## src/rtl/rv_muldiv_seq.sv

```systemverilog
// Multi-cycle RISC-V M-extension unit: radix-2^MUL_STEP shift-add multiplier
// and restoring divider behind valid/ready handshakes with flush.
module rv_muldiv_seq #(
  parameter int XLEN         = 32,
  parameter int MUL_STEP     = 1,
  parameter int FAST_SPECIAL = 1
) (
  input  logic            i_clk,
  input  logic            i_rst_n,
  input  logic            i_valid,
  output logic            o_ready,
  input  logic [2:0]      i_funct,
  input  logic [XLEN-1:0] i_rs1,
  input  logic [XLEN-1:0] i_rs2,
  input  logic            i_flush,
  output logic            o_valid,
  input  logic            i_ready,
  output logic [XLEN-1:0] o_result,
  output logic            o_busy
);

  // state  | meaning
  // S_IDLE | ready for a request
  // S_CALC | one multiply/divide iteration per cycle, cnt counts down
  // S_FIX  | sign correction and result select, registers o_result
  // S_DONE | o_valid held until the consumer accepts
  typedef enum logic [1:0] {S_IDLE, S_CALC, S_FIX, S_DONE} state_t;

  localparam int CW = $clog2(XLEN);
  localparam logic [CW-1:0] MUL_N1 = CW'(XLEN / MUL_STEP - 1);
  localparam logic [CW-1:0] DIV_N1 = CW'(XLEN - 1);

  state_t            state, state_nxt;
  logic [CW-1:0]     cnt;
  logic [2:0]        funct_q;
  logic [XLEN-1:0]   a_q, spec_res_q, rem_q, quo_q, dvs_q, mplier;
  logic              b_neg_q, neg_q_q, neg_r_q, spec_q;
  logic [2*XLEN-1:0] mcand, acc, step_add;

  logic            accept, is_div, s1_sgn, s2_sgn, a_neg, b_neg;
  logic            div_zero, div_ovf, special;
  logic [XLEN-1:0] a_mag, b_mag, spec_val;

  assign accept   = (state == S_IDLE) && i_valid && !i_flush;
  assign is_div   = i_funct[2];
  assign s1_sgn   = is_div ? !i_funct[0] : (i_funct[1:0] != 2'b11);
  assign s2_sgn   = is_div ? !i_funct[0] : (i_funct[1:0] == 2'b01);
  assign a_neg    = s1_sgn && i_rs1[XLEN-1];
  assign b_neg    = s2_sgn && i_rs2[XLEN-1];
  assign a_mag    = a_neg ? -i_rs1 : i_rs1;
  assign b_mag    = b_neg ? -i_rs2 : i_rs2;
  assign div_zero = (i_rs2 == '0);
  assign div_ovf  = !i_funct[0] && (i_rs1 == {1'b1, {(XLEN-1){1'b0}}}) && (&i_rs2);
  assign special  = is_div && (div_zero || div_ovf);
  assign spec_val = i_funct[1] ? (div_zero ? i_rs1 : '0) : (div_zero ? '1 : i_rs1);

  always_ff @(posedge i_clk or negedge i_rst_n) begin
    if (!i_rst_n) state <= S_IDLE;
    else          state <= state_nxt;
  end

  always_comb begin
    state_nxt = state;
    case (state)
      S_IDLE: if (accept) state_nxt = (special && FAST_SPECIAL != 0) ? S_DONE : S_CALC;
      S_CALC: if (i_flush) state_nxt = S_IDLE;
              else if (cnt == '0) state_nxt = S_FIX;
      S_FIX:  state_nxt = i_flush ? S_IDLE : S_DONE;
      S_DONE: if (i_flush || i_ready) state_nxt = S_IDLE;
      default: state_nxt = S_IDLE;
    endcase
  end

  assign o_ready = (state == S_IDLE);
  assign o_busy  = (state != S_IDLE);
  assign o_valid = (state == S_DONE);

  // Multiplier step: add the shifted multiplicand for each retired multiplier bit.
  always_comb begin
    step_add = '0;
    for (int k = 0; k < MUL_STEP; k++)
      if (mplier[k]) step_add = step_add + (mcand << k);
  end

  logic [XLEN:0]   rem_sh;
  logic [XLEN-1:0] diff_lo;
  logic            ge;
  assign rem_sh  = {rem_q, quo_q[XLEN-1]};
  assign ge      = rem_sh >= {1'b0, dvs_q};
  assign diff_lo = rem_sh[XLEN-1:0] - dvs_q;

  // High half of an unsigned-rs2 product needs rs1 subtracted when rs2 was negative.
  logic [XLEN-1:0] mul_hi, quo_fix, rem_fix, fix_res;
  always_comb begin
    mul_hi  = acc[2*XLEN-1:XLEN] - (b_neg_q ? a_q : '0);
    quo_fix = neg_q_q ? -quo_q : quo_q;
    rem_fix = neg_r_q ? -rem_q : rem_q;
    fix_res = '0;
    if (spec_q)            fix_res = spec_res_q;
    else if (funct_q[2])   fix_res = funct_q[1] ? rem_fix : quo_fix;
    else if (funct_q == 3'b000) fix_res = acc[XLEN-1:0];
    else                   fix_res = mul_hi;
  end

  always_ff @(posedge i_clk or negedge i_rst_n) begin
    if (!i_rst_n) begin
      cnt <= '0; funct_q <= '0; a_q <= '0; spec_res_q <= '0;
      b_neg_q <= 1'b0; neg_q_q <= 1'b0; neg_r_q <= 1'b0; spec_q <= 1'b0;
      mcand <= '0; mplier <= '0; acc <= '0;
      rem_q <= '0; quo_q <= '0; dvs_q <= '0;
      o_result <= '0;
    end else begin
      case (state)
        S_IDLE: if (accept) begin
          funct_q    <= i_funct;
          a_q        <= i_rs1;
          b_neg_q    <= b_neg;
          neg_q_q    <= a_neg ^ b_neg;
          neg_r_q    <= a_neg;
          spec_q     <= special;
          spec_res_q <= spec_val;
          mcand      <= s1_sgn ? {{XLEN{i_rs1[XLEN-1]}}, i_rs1} : {{XLEN{1'b0}}, i_rs1};
          mplier     <= i_rs2;
          acc        <= '0;
          rem_q      <= '0;
          quo_q      <= a_mag;
          dvs_q      <= b_mag;
          cnt        <= is_div ? DIV_N1 : MUL_N1;
          if (special && FAST_SPECIAL != 0) o_result <= spec_val;
        end
        S_CALC: begin
          cnt <= cnt - 1'b1;
          if (funct_q[2]) begin
            rem_q <= ge ? diff_lo : rem_sh[XLEN-1:0];
            quo_q <= {quo_q[XLEN-2:0], ge};
          end else begin
            acc    <= acc + step_add;
            mcand  <= mcand << MUL_STEP;
            mplier <= mplier >> MUL_STEP;
          end
        end
        S_FIX: o_result <= fix_res;
        default: ;
      endcase
    end
  end

endmodule

```

## config.mk

```make
export PLATFORM = sky130hd
export DESIGN_NAME = rv_muldiv_seq
export DESIGN_NICKNAME = d
export VERILOG_FILES = /design/src/rtl/rv_muldiv_seq.sv
export SDC_FILE = /design/constraint.sdc
export NUM_CORES = 1
export LEC_CHECK = 0
export ABC_AREA = 1
export CORE_UTILIZATION = 30
export CTS_CLUSTER_DIAMETER = 120
export DETAILED_ROUTE_END_ITERATION = 7
export GPL_TIMING_DRIVEN = 0
export PLACE_DENSITY = 0.49
export SLEW_MARGIN = 20
export SYNTH_ARGS = -nofsm -noshare
export SYNTH_HDL_FRONTEND = slang
export SYNTH_SLANG_ARGS = --single-unit
```

## constraint.sdc

```tcl
create_clock -name i_clk -period 4 [get_ports i_clk]
set_input_delay 1.2 -clock i_clk [delete_from_list [all_inputs] [get_ports i_clk]]
set_output_delay 1.2 -clock i_clk [all_outputs]
set_load 0.03 [all_outputs]
```

Word-level counts from Yosys, hierarchy flattened
Index checks and enable logic that the tools add are counted.
- bits in registers: 366
- bits of input ports: 72
- output and inout port bits: 35
- word-level logic and storage cells: 107
- add/sub/neg operators: 8
- $lt $le $gt $ge: 1
- eq/ne operators: 12
- mux-type cells: 44
- bitwise logic cells: 1
- reductions and logical operators: 25
- operators by type and width (kind ; count):
    32-bit two-way mux ; 21
    64-bit two-way mux ; 6
    32-bit one-hot mux with 2 select lines ; 4
    64-bit one-hot mux with 2 select lines ; 2
    32-bit negator ; 4
    64-bit adder ; 1
    32-bit subtractor ; 2
    33-bit by 32-bit >= comparator with 1-bit output ; 1
    32-bit == test (second input constant) ; 1
    32-bit logical NOT ; 1
    32-bit AND reduction ; 1
    2-bit two-way mux ; 6
    3-bit AND reduction ; 4
    5-bit one-hot mux with 2 select lines ; 1
    2-bit one-hot mux with 4 select lines ; 1
    1-bit logical AND ; 7
    2-bit by 1-bit inequality test with 1-bit output (second input constant) ; 3
    2-bit inequality test (second input constant) ; 3
    2-bit nonzero test ; 3
    5-bit logical NOT ; 1
    5-bit two-way mux ; 1
    5-bit by 1-bit subtractor with 5-bit output (second input constant) ; 1
    2-bit by 1-bit == test with 1-bit output (second input constant) ; 2
    2-bit == test (second input constant) ; 2
    other kinds (8) ; 12

Logic depth before layout (Yosys ltp)
Gate-level depths: netlist of the first run.
- depth in word-level cells: 8
- depth in mapped cells: 22
- mapped depth without buffers: 20

Worst setup path after synthesis of the first run
No wires, ideal clock.
- path type: register to register
- start: register mplier[0]
- end: register acc[54]
- setup time: 0.118 ns
- data arrival time: 2.771 ns
- required time: 3.882 ns
- setup slack: 1.111 ns
- stages on the path, launching flop included: 20
- buffers on the path: 2
- clock period less this slack: 2.889 ns
- cell sequence: dfrtp_1 > clkbuf_1 > buf_1 > nand2_1 > inv_1 > ha_1 > inv_1 > fa_1 > inv_1 > nand2_1 > o21ai_2 > a21boi_2 > o21ai_0 > inv_1 > o21ai_1 > nand2_1 > nand3_1 > nand2_1 > nand3_1 > nand2_1
- word-level cells in the longest chain between the ends: 4
- RTL lines (item ; line ; text):
    start, declared ; 36 ; logic [XLEN-1:0] a_q, spec_res_q, rem_q, quo_q, dvs_q, mplier;
    start signal, assigned ; 123 ; mplier <= i_rs2;
    start signal, assigned ; 139 ; mplier <= mplier >> MUL_STEP;
    64-bit two-way mux ; 82 ; if (mplier[k]) step_add = step_add + (mcand << k);
    64-bit adder ; 137 ; acc <= acc + step_add;
    64-bit two-way mux ; 133 ; if (funct_q[2]) begin
    64-bit one-hot mux with 2 select lines ; 113 ; case (state)
    end signal, assigned ; 137 ;
    end, declared ; 38 ; logic [2*XLEN-1:0] mcand, acc, step_add;
No other way between the ends. The select of a mux whose other input is x is not followed.
A chain may end at the register's enable or synchronous reset.

Final worst setup path of the first run
- start: input i_funct[1]
- end: register mcand[59]
- word-level cells in the longest chain between the ends: 5
- RTL lines (item ; line ; text):
    start, declared ; 12 ; input logic [2:0] i_funct,
    2-bit inequality test ; 46 ; assign s1_sgn = is_div ? !i_funct[0] : (i_funct[1:0] != 2'b11);
    1-bit two-way mux ; 46 ;
    64-bit two-way mux ; 122 ; mcand <= s1_sgn ? {{XLEN{i_rs1[XLEN-1]}}, i_rs1} : {{XLEN{1'b0}}, i_rs1};
    64-bit two-way mux ; 114 ; S_IDLE: if (accept) begin
    64-bit one-hot mux with 2 select lines ; 113 ;
    end signal, assigned ; 122 ;
    end signal, assigned ; 138 ; mcand <= mcand << MUL_STEP;
    end, declared ; 38 ;
No other way between the ends. The select of a mux whose other input is x is not followed.

==> out/qor.yml, run 1 <==
synth.area.top_cells: "dfrtp_1, nand2_1, inv_1, o21ai_0, nand3_1"
drv_cap: 0
ff_latch_area_um2: 9160
relSlewSlack_pct: 22.0
start_util_pct: 30.3
cts_buffer_depth: 3
path_buf_inv: 5
setup_tns_ns: 0
die_area_um2: 100000
cp-end-kind: "flip-flop"
fin_crit_ns: 3.92
yosys_warnings: 0
dp.cells: 6022
status: "finished, final reports clean"
clockRootBuffer: "clkbuf_16"
hold_class: "reg2reg"
syn_nets: 4836
synthCells: 4625
start_kind: "input port"
yosys_register_bits: 366
final_nets: 4995
drc_errors: 0
cp_slowest_cell: "nor2_1"
postSynth.asyncResetShare_pct: 100
clk_pin_slew_ns: 0.06
avgRoutedWirePerCell_um: 23.8
post_cts_buffers: 0
grt_max_degree: 89
fin_crit_sh_pct: 98.1
grt_pass1_wl_um: 209000
drive_gt1_share_pct: 3.80
synth_top_area_share_pct: 30.8
coreArea_um2: 98300
critical-path-top-delay-family: "buffers and inverters"
grt_use_total_pct: 28.6
synth.avg_cell_area_um2: 6.43
fin_area_um2: 34200
via_count: 32600
syn_area_um2: 29800
fp-row-count: 115
path_cells: "clkdlybuf4s50_1, inv_1, a21oi_1, nor2_1, inv_1, nor2_1, clkinv_1, clkbuf_1, o221ai_1"
boundaryPins: 107
critPathMaxFanout: 11
syn_to_final_growth_pct: 14.8
htree_num_levels: 2
die_width_um: 317
port_buffers: 106
fmax_mhz: 255
largestRegisters: "acc x64, mcand x64"
postRouteAntennaNets: 0
grt_pass1_vias: 30900
cts_sinks: 366
hold_violations: 0
synth_edf_count: 0
cts_buffers: 49
multi_input_area_um2: 17500
power.density_nw_per_um2: 1080
peakVddDrop_v: 0.000525
rsz0062_at_grt: "no"
yosysTopAreaCell: "dfrtp_1"
layout.cells.non_filler: 6105
seq_area_frac_synth_pct: 30.8
gp_congestion: 1.02
slew_violations: 0
antenna_found_initial: 10
placed_cell_area_um2: 32500
leakage_uw: 0.0165
worst_pin_slew_ns: 1.16
critPathRequiredTime_ns: 4.55
routed_wl_um: 145000
crit_type: "in2reg"
cts_tree: "built"
grt-ovfl-total: 0
crit_arrival_ns: 4.47
drtPass1Iterations: 6
insertion_delay_ns: 0.65
clock-skew-final_ns: 0.0324
slowest_delay_ns: 0.63
synth_flop_cell: "dfrtp_1"
setup_viol: 0
drt-initial-drc-count: 3094
synth.distinct_cells: 59
fp.dieH_um: 317
finish.utilization_pct: 34.8
viasPerCell: 5.33
num-fill-cells: 11000
hpwl_um: 119000
==> tightest hold or removal path: cells and delay by family (launching register included) <==
kind	cells	cell delay, ns
flops	1	0.34
simple gates	2	0.10
==> timing repair <==
| item | CTS | global route |
|---|---|---|
| hold buffers | 0 | 0 |
| setup endpoints to repair | 37 | 13 |
| gates resized for setup | 3 | 1 |
==> cell usage after synthesis (9+ instances only) <==
cell type / count
dfrtp_1: 366
o21ai_1: 37
o211ai_1: 53
xnor2_1: 16
nand2_1: 1290
o21ai_0: 359
o21a_1: 14
o221ai_1: 33
nor3_1: 47
buf_2: 26
o31ai_1: 10
nand3_1: 352
a31oi_1: 50
a21o_1: 13
maj3_1: 21
xor2_1: 52
inv_1: 610
nor2_1: 427
nand4_1: 51
clkbuf_1: 119
o22ai_1: 23
nor2_2: 10
nand3b_1: 11
a21oi_1: 327
buf_1: 14
ha_1: 136
buf_6: 9
nor4_1: 15
o21bai_1: 30
inv_2: 15
==> power breakdown <==
group	switching, µW	internal (µW)	total, µW
Clock	1860	2720	4590
Combinational	17800	7470	25200
Sequential	1690	5400	7100
==> cell usage in the layout (no fill, tap or decap), types with 11 or more instances in the layout <==
cell type           n
o22ai_1            23
buf_2              26
nand4_1            51
clkdlybuf4s50_1   105
inv_1             610
o211ai_1           53
buf_1              13
nand2_1          1290
o21ai_0           358
inv_2              15
dfrtp_1           365
a31oi_1            50
ha_1              136
o21a_1             14
clkbuf_16          49
nor3_1             47
a21oi_1           327
nand3b_1           11
nor4_1             14
maj3_1             21
nand3_1           352
o221ai_1           33
nor2_1            427
clkinv_2           11
a21o_1             13
o21bai_1           30
xnor2_1            16
xor2_1             52
clkbuf_1          126
o21ai_1            38
==> final cells by class <==
type                            count  area share (%)
Buffer                            169            2.18
Clock inverter                     18           0.659
Sequential cell                   366            26.8
Inverter                          629            6.92
Multi-Input combinational cell   3459            51.2
Timing Repair Buffer              110            3.44
Antenna cell                        1         0.00732
Clock buffer                       66            4.04
Tap cell                         1287            4.71
==> cells by family (layout without fill, tap and decap cells) <==
family,count (synthesis),count (layout),synth area share [%]
flops,366,366,30.8
compound gates,989,989,18.8
simple gates,2242,2242,31.3
xor+xnor,68,68,2.00
other cells,0,1,0
buf+inv,800,992,10.5
fa+ha+maj,160,160,6.63
==> path summary, 6_finish.rpt <==
check	start	endpoint	slack, ns	cells past startpoint
hold reg to reg	o_result[6]	o_result[6]	0.48	2
setup / recovery	i_funct[1]	mcand[59]	0.08	9
setup reg to reg	b_neg_q	o_result[15]	0.27	15
min in group asynchronous	i_rst_n	mcand[8]	0.52	1
hold / removal	o_result[6]	o_result[6]	0.48	2
max in group asynchronous	i_rst_n	o_result[17]	2.16	3
==> metal layers <==
metal / track usage, % / vias up / wire length [µm]
met5: 0 / - / 99
met4: 14.3 / 16 / 7970
met3: 3.61 / 278 / 8990
met2: 43.9 / 1145 / 62500
met1: 39.4 / 15600 / 65500
li1: - / 15500 / -
==> per-stage QoR <==
step / total power [µW] / hold WS [ns] / setup slack (ns)
floorplan: 22600 / 0.449 / 1.11
global placement: 31900 / 0.465 / -16.62
detailed placement: 31900 / 0.470 / -0.763
CTS: 36600 / 0.485 / 0.00187
global route: 39700 / 0.502 / 0.0245
finish: 36900 / 0.477 / 0.0762
Note: power is estimated with default switching activity, not from simulation.
==> inputs of run 2 (changes only) <==
Settings changed: RECOVER_POWER set to 100.
==> run 2 against run 1 <==
  * The run now ends with max-capacitance violations, max-slew violations left
  * Routed wire length hardly changed
  * Highest routed layer unchanged
  * Worst hold slack got worse by 0.0044 ns
  * Critical path depth is the same
  * Core utilization fell by 0.12 points
  * Flip-flop and latch count did not move
  * Cell count about the same
==> out/qor.yml, run 2 (same netlist as run 1, synthesis figures left out) <==
status: "complete, but fails checks"  # was finished, final reports clean
violations: "max-capacitance violations, max-slew violations"
drive_gt1_share_pct: 3.32  # was 3.80%
power.clock.fraction_pct: 12.5  # was 12.4%
fin_area_um2: 34000  # was 34200 µm²
fp-row-count: 115  # unchanged
finish.utilization_pct: 34.6  # was 34.8%
crit_type: "in2reg"  # unchanged
final_cell_mix: "nand2_1, inv_1, nor2_1, o21ai_0, dfrtp_1"  # was nand2_1, inv_1, nor2_1, dfrtp_1, o21ai_0
setup_viol: 0  # unchanged
cp_slowest_cell: "nor2_1"  # unchanged
viasPerCell: 5.33  # about the same
fmax_mhz: 252  # was 255 MHz
cp-end-kind: "flip-flop"  # unchanged
p_comb_share_pct: 68.2  # was 68.4%
avgRoutedWirePerCell_um: 23.8  # about the same
crit_arrival_ns: 4.51  # was 4.47 ns
path_cells: "clkdlybuf4s50_1, inv_1, a21oi_1, nor2_1, inv_1, nor2_1, clkinv_1, clkbuf_1, o221ai_1"  # unchanged
drt-initial-drc-count: 3080  # was 3094
cts_buffers: 49  # unchanged
insertion_delay_ns: 0.65  # about the same
fp.dieH_um: 317  # unchanged
internal_power_uw: 15500  # was 15600 µW
clock-skew-final_ns: 0.0317  # was 0.0324 ns
worst_pin_slew_ns: 1.84  # was 1.16 ns
die_width_um: 317  # unchanged
coreArea_um2: 98300  # unchanged
start_util_pct: 30.3  # unchanged
hp-start: "o_result[6]"  # unchanged
placed_cell_area_um2: 32500  # unchanged
antenna_cells: 0  # was 1
clk_pin_slew_ns: 0.06  # about the same
final_nets: 4995  # unchanged
largestRegisters: "acc x64, mcand x64"  # unchanged
grt_pass1_vias: 30900  # unchanged
drc_errors: 0  # unchanged
swShare_pct: 57.9  # was 57.7%
htree_num_levels: 2  # unchanged
hold_class: "reg2reg"  # unchanged
post_cts_resized: 3  # unchanged
critPathRequiredTime_ns: 4.55  # about the same
r2r-start: "mplier[0]"  # was b_neg_q
slowest_delay_ns: 0.65  # was 0.63 ns
clockRootBuffer: "clkbuf_16"  # unchanged
drv_cap: 2  # was 0
postRouteAntennaNets: 0  # unchanged
slew_violations: 115  # was 0
peakVddDrop_v: 0.000526  # was 0.000525 V
reg2regPathDepth: 17  # was 15
cts_tree: "built"  # unchanged
hold_violations: 0  # unchanged
layout.cells.non_filler: 6104  # was 6105
die_area_um2: 100000  # unchanged
whs_path_depth: 2  # unchanged
fin_crit_sh_pct: 99.0  # was 98.1%
relSlewSlack_pct: -22.9  # was 22.0%
dp.cells: 6022  # unchanged
grt-ovfl-total: 0  # unchanged
fin_crit_ns: 3.96  # was 3.92 ns
grt_use_total_pct: 28.6  # unchanged
post_cts_buffers: 0  # unchanged
power.density_nw_per_um2: 1080  # about the same
power_frac_seq_pct: 19.3  # was 19.2%
cts_hold_buf: 0  # unchanged
boundaryPins: 107  # unchanged
mostFrequentLayoutCell: "nand2_1"  # unchanged
cp-startpoint: "i_funct[1]"  # unchanged
fin_ws_ns: 0.0389  # was 0.0762 ns
cts_buffer_depth: 3  # unchanged
routed_wl_um: 145000  # about the same
gp_congestion: 1.02  # unchanged
critPathMaxFanout: 10  # was 11
port_buffers: 106  # unchanged
reg2reg_slack_ns: 0.27  # about the same
hpwl_um: 119000  # unchanged
grt_max_degree: 89  # unchanged
drtPass1Iterations: 7  # was 6
start_kind: "input port"  # unchanged
pre_cts_slack_ns: -0.763  # unchanged
cts_sinks: 366  # unchanged
antenna_found_initial: 10  # unchanged
p_switching_uw: 21300  # about the same
via_count: 32500  # was 32600
rsz0062_at_grt: "no"  # unchanged
grt_pass1_wl_um: 209000  # unchanged
leakage_uw: 0.0164  # was 0.0165 µW
syn_to_final_growth_pct: 14.4  # was 14.8%
==> run 2: changes by cell type in the layout (fill, tap and decap cells not counted), sizes merged <==
cell / delta
buf: -27
clkbuf: +27
clkdlybuf4s50: -39
diode: -1
dlygate4sd3: +39
==> run 2: worst paths after layout <==
check                              end
max in group asynchronous   mplier[25]
hold reg to reg            o_result[6]
setup / recovery             mcand[59]
setup reg to reg               acc[54]
hold / removal             o_result[6]
min in group asynchronous     mcand[8]
==> run 2: power groups by stage <==
stage / logic, µW / clock network [µW] / registers (µW)
6_report: 25100 / 4590 / 7100
5_1_grt: 27500 / 4800 / 7250
4_1_cts: 25000 / 4660 / 7020
3_5_place_dp: 24900 / 0 / 7020
3_3_place_gp: 24800 / 0 / 7050
2_1_floorplan: 16000 / 0 / 6570
==> run 2: area by class of cell <==
class                   instances  area [µm²]
fillers                     11000       64200
multi-input cells            3459       17500
flip-flops and latches        366        9160
inverters                     629        2360
well taps                    1287        1610
clock buffers                  66        1380
repair buffers                110        1120
plain buffers                 169         717
clock inverters                18         225
==> run 2: critical path, delay by kind of cell <==
family	cells	cell delay [ns]
simple gates	2	0.80
compound gates	2	0.35
buf+inv	5	2.15
==> run 2: stage by stage <==
step	TNS (ns)	hold WS, ns	total power (µW)
5_1_grt	0	0.496	39600
4_1_cts	0	0.485	36600
2_1_floorplan	0	0.449	22600
3_5_place_dp	-53.26	0.470	31900
6_report	0	0.473	36800
3_3_place_gp	-6116.59	0.465	31900
==> run 2: layer usage <==
metal  global-route usage, %  vias to the layer above  share of wire (%)
met2                    43.9                     1244                 43
met3                    3.61                      283                6.6
met1                    39.4                    15500                 45
met4                    14.3                       16                5.5
met5                       0                        -              0.068
li1                        -                    15500                  -
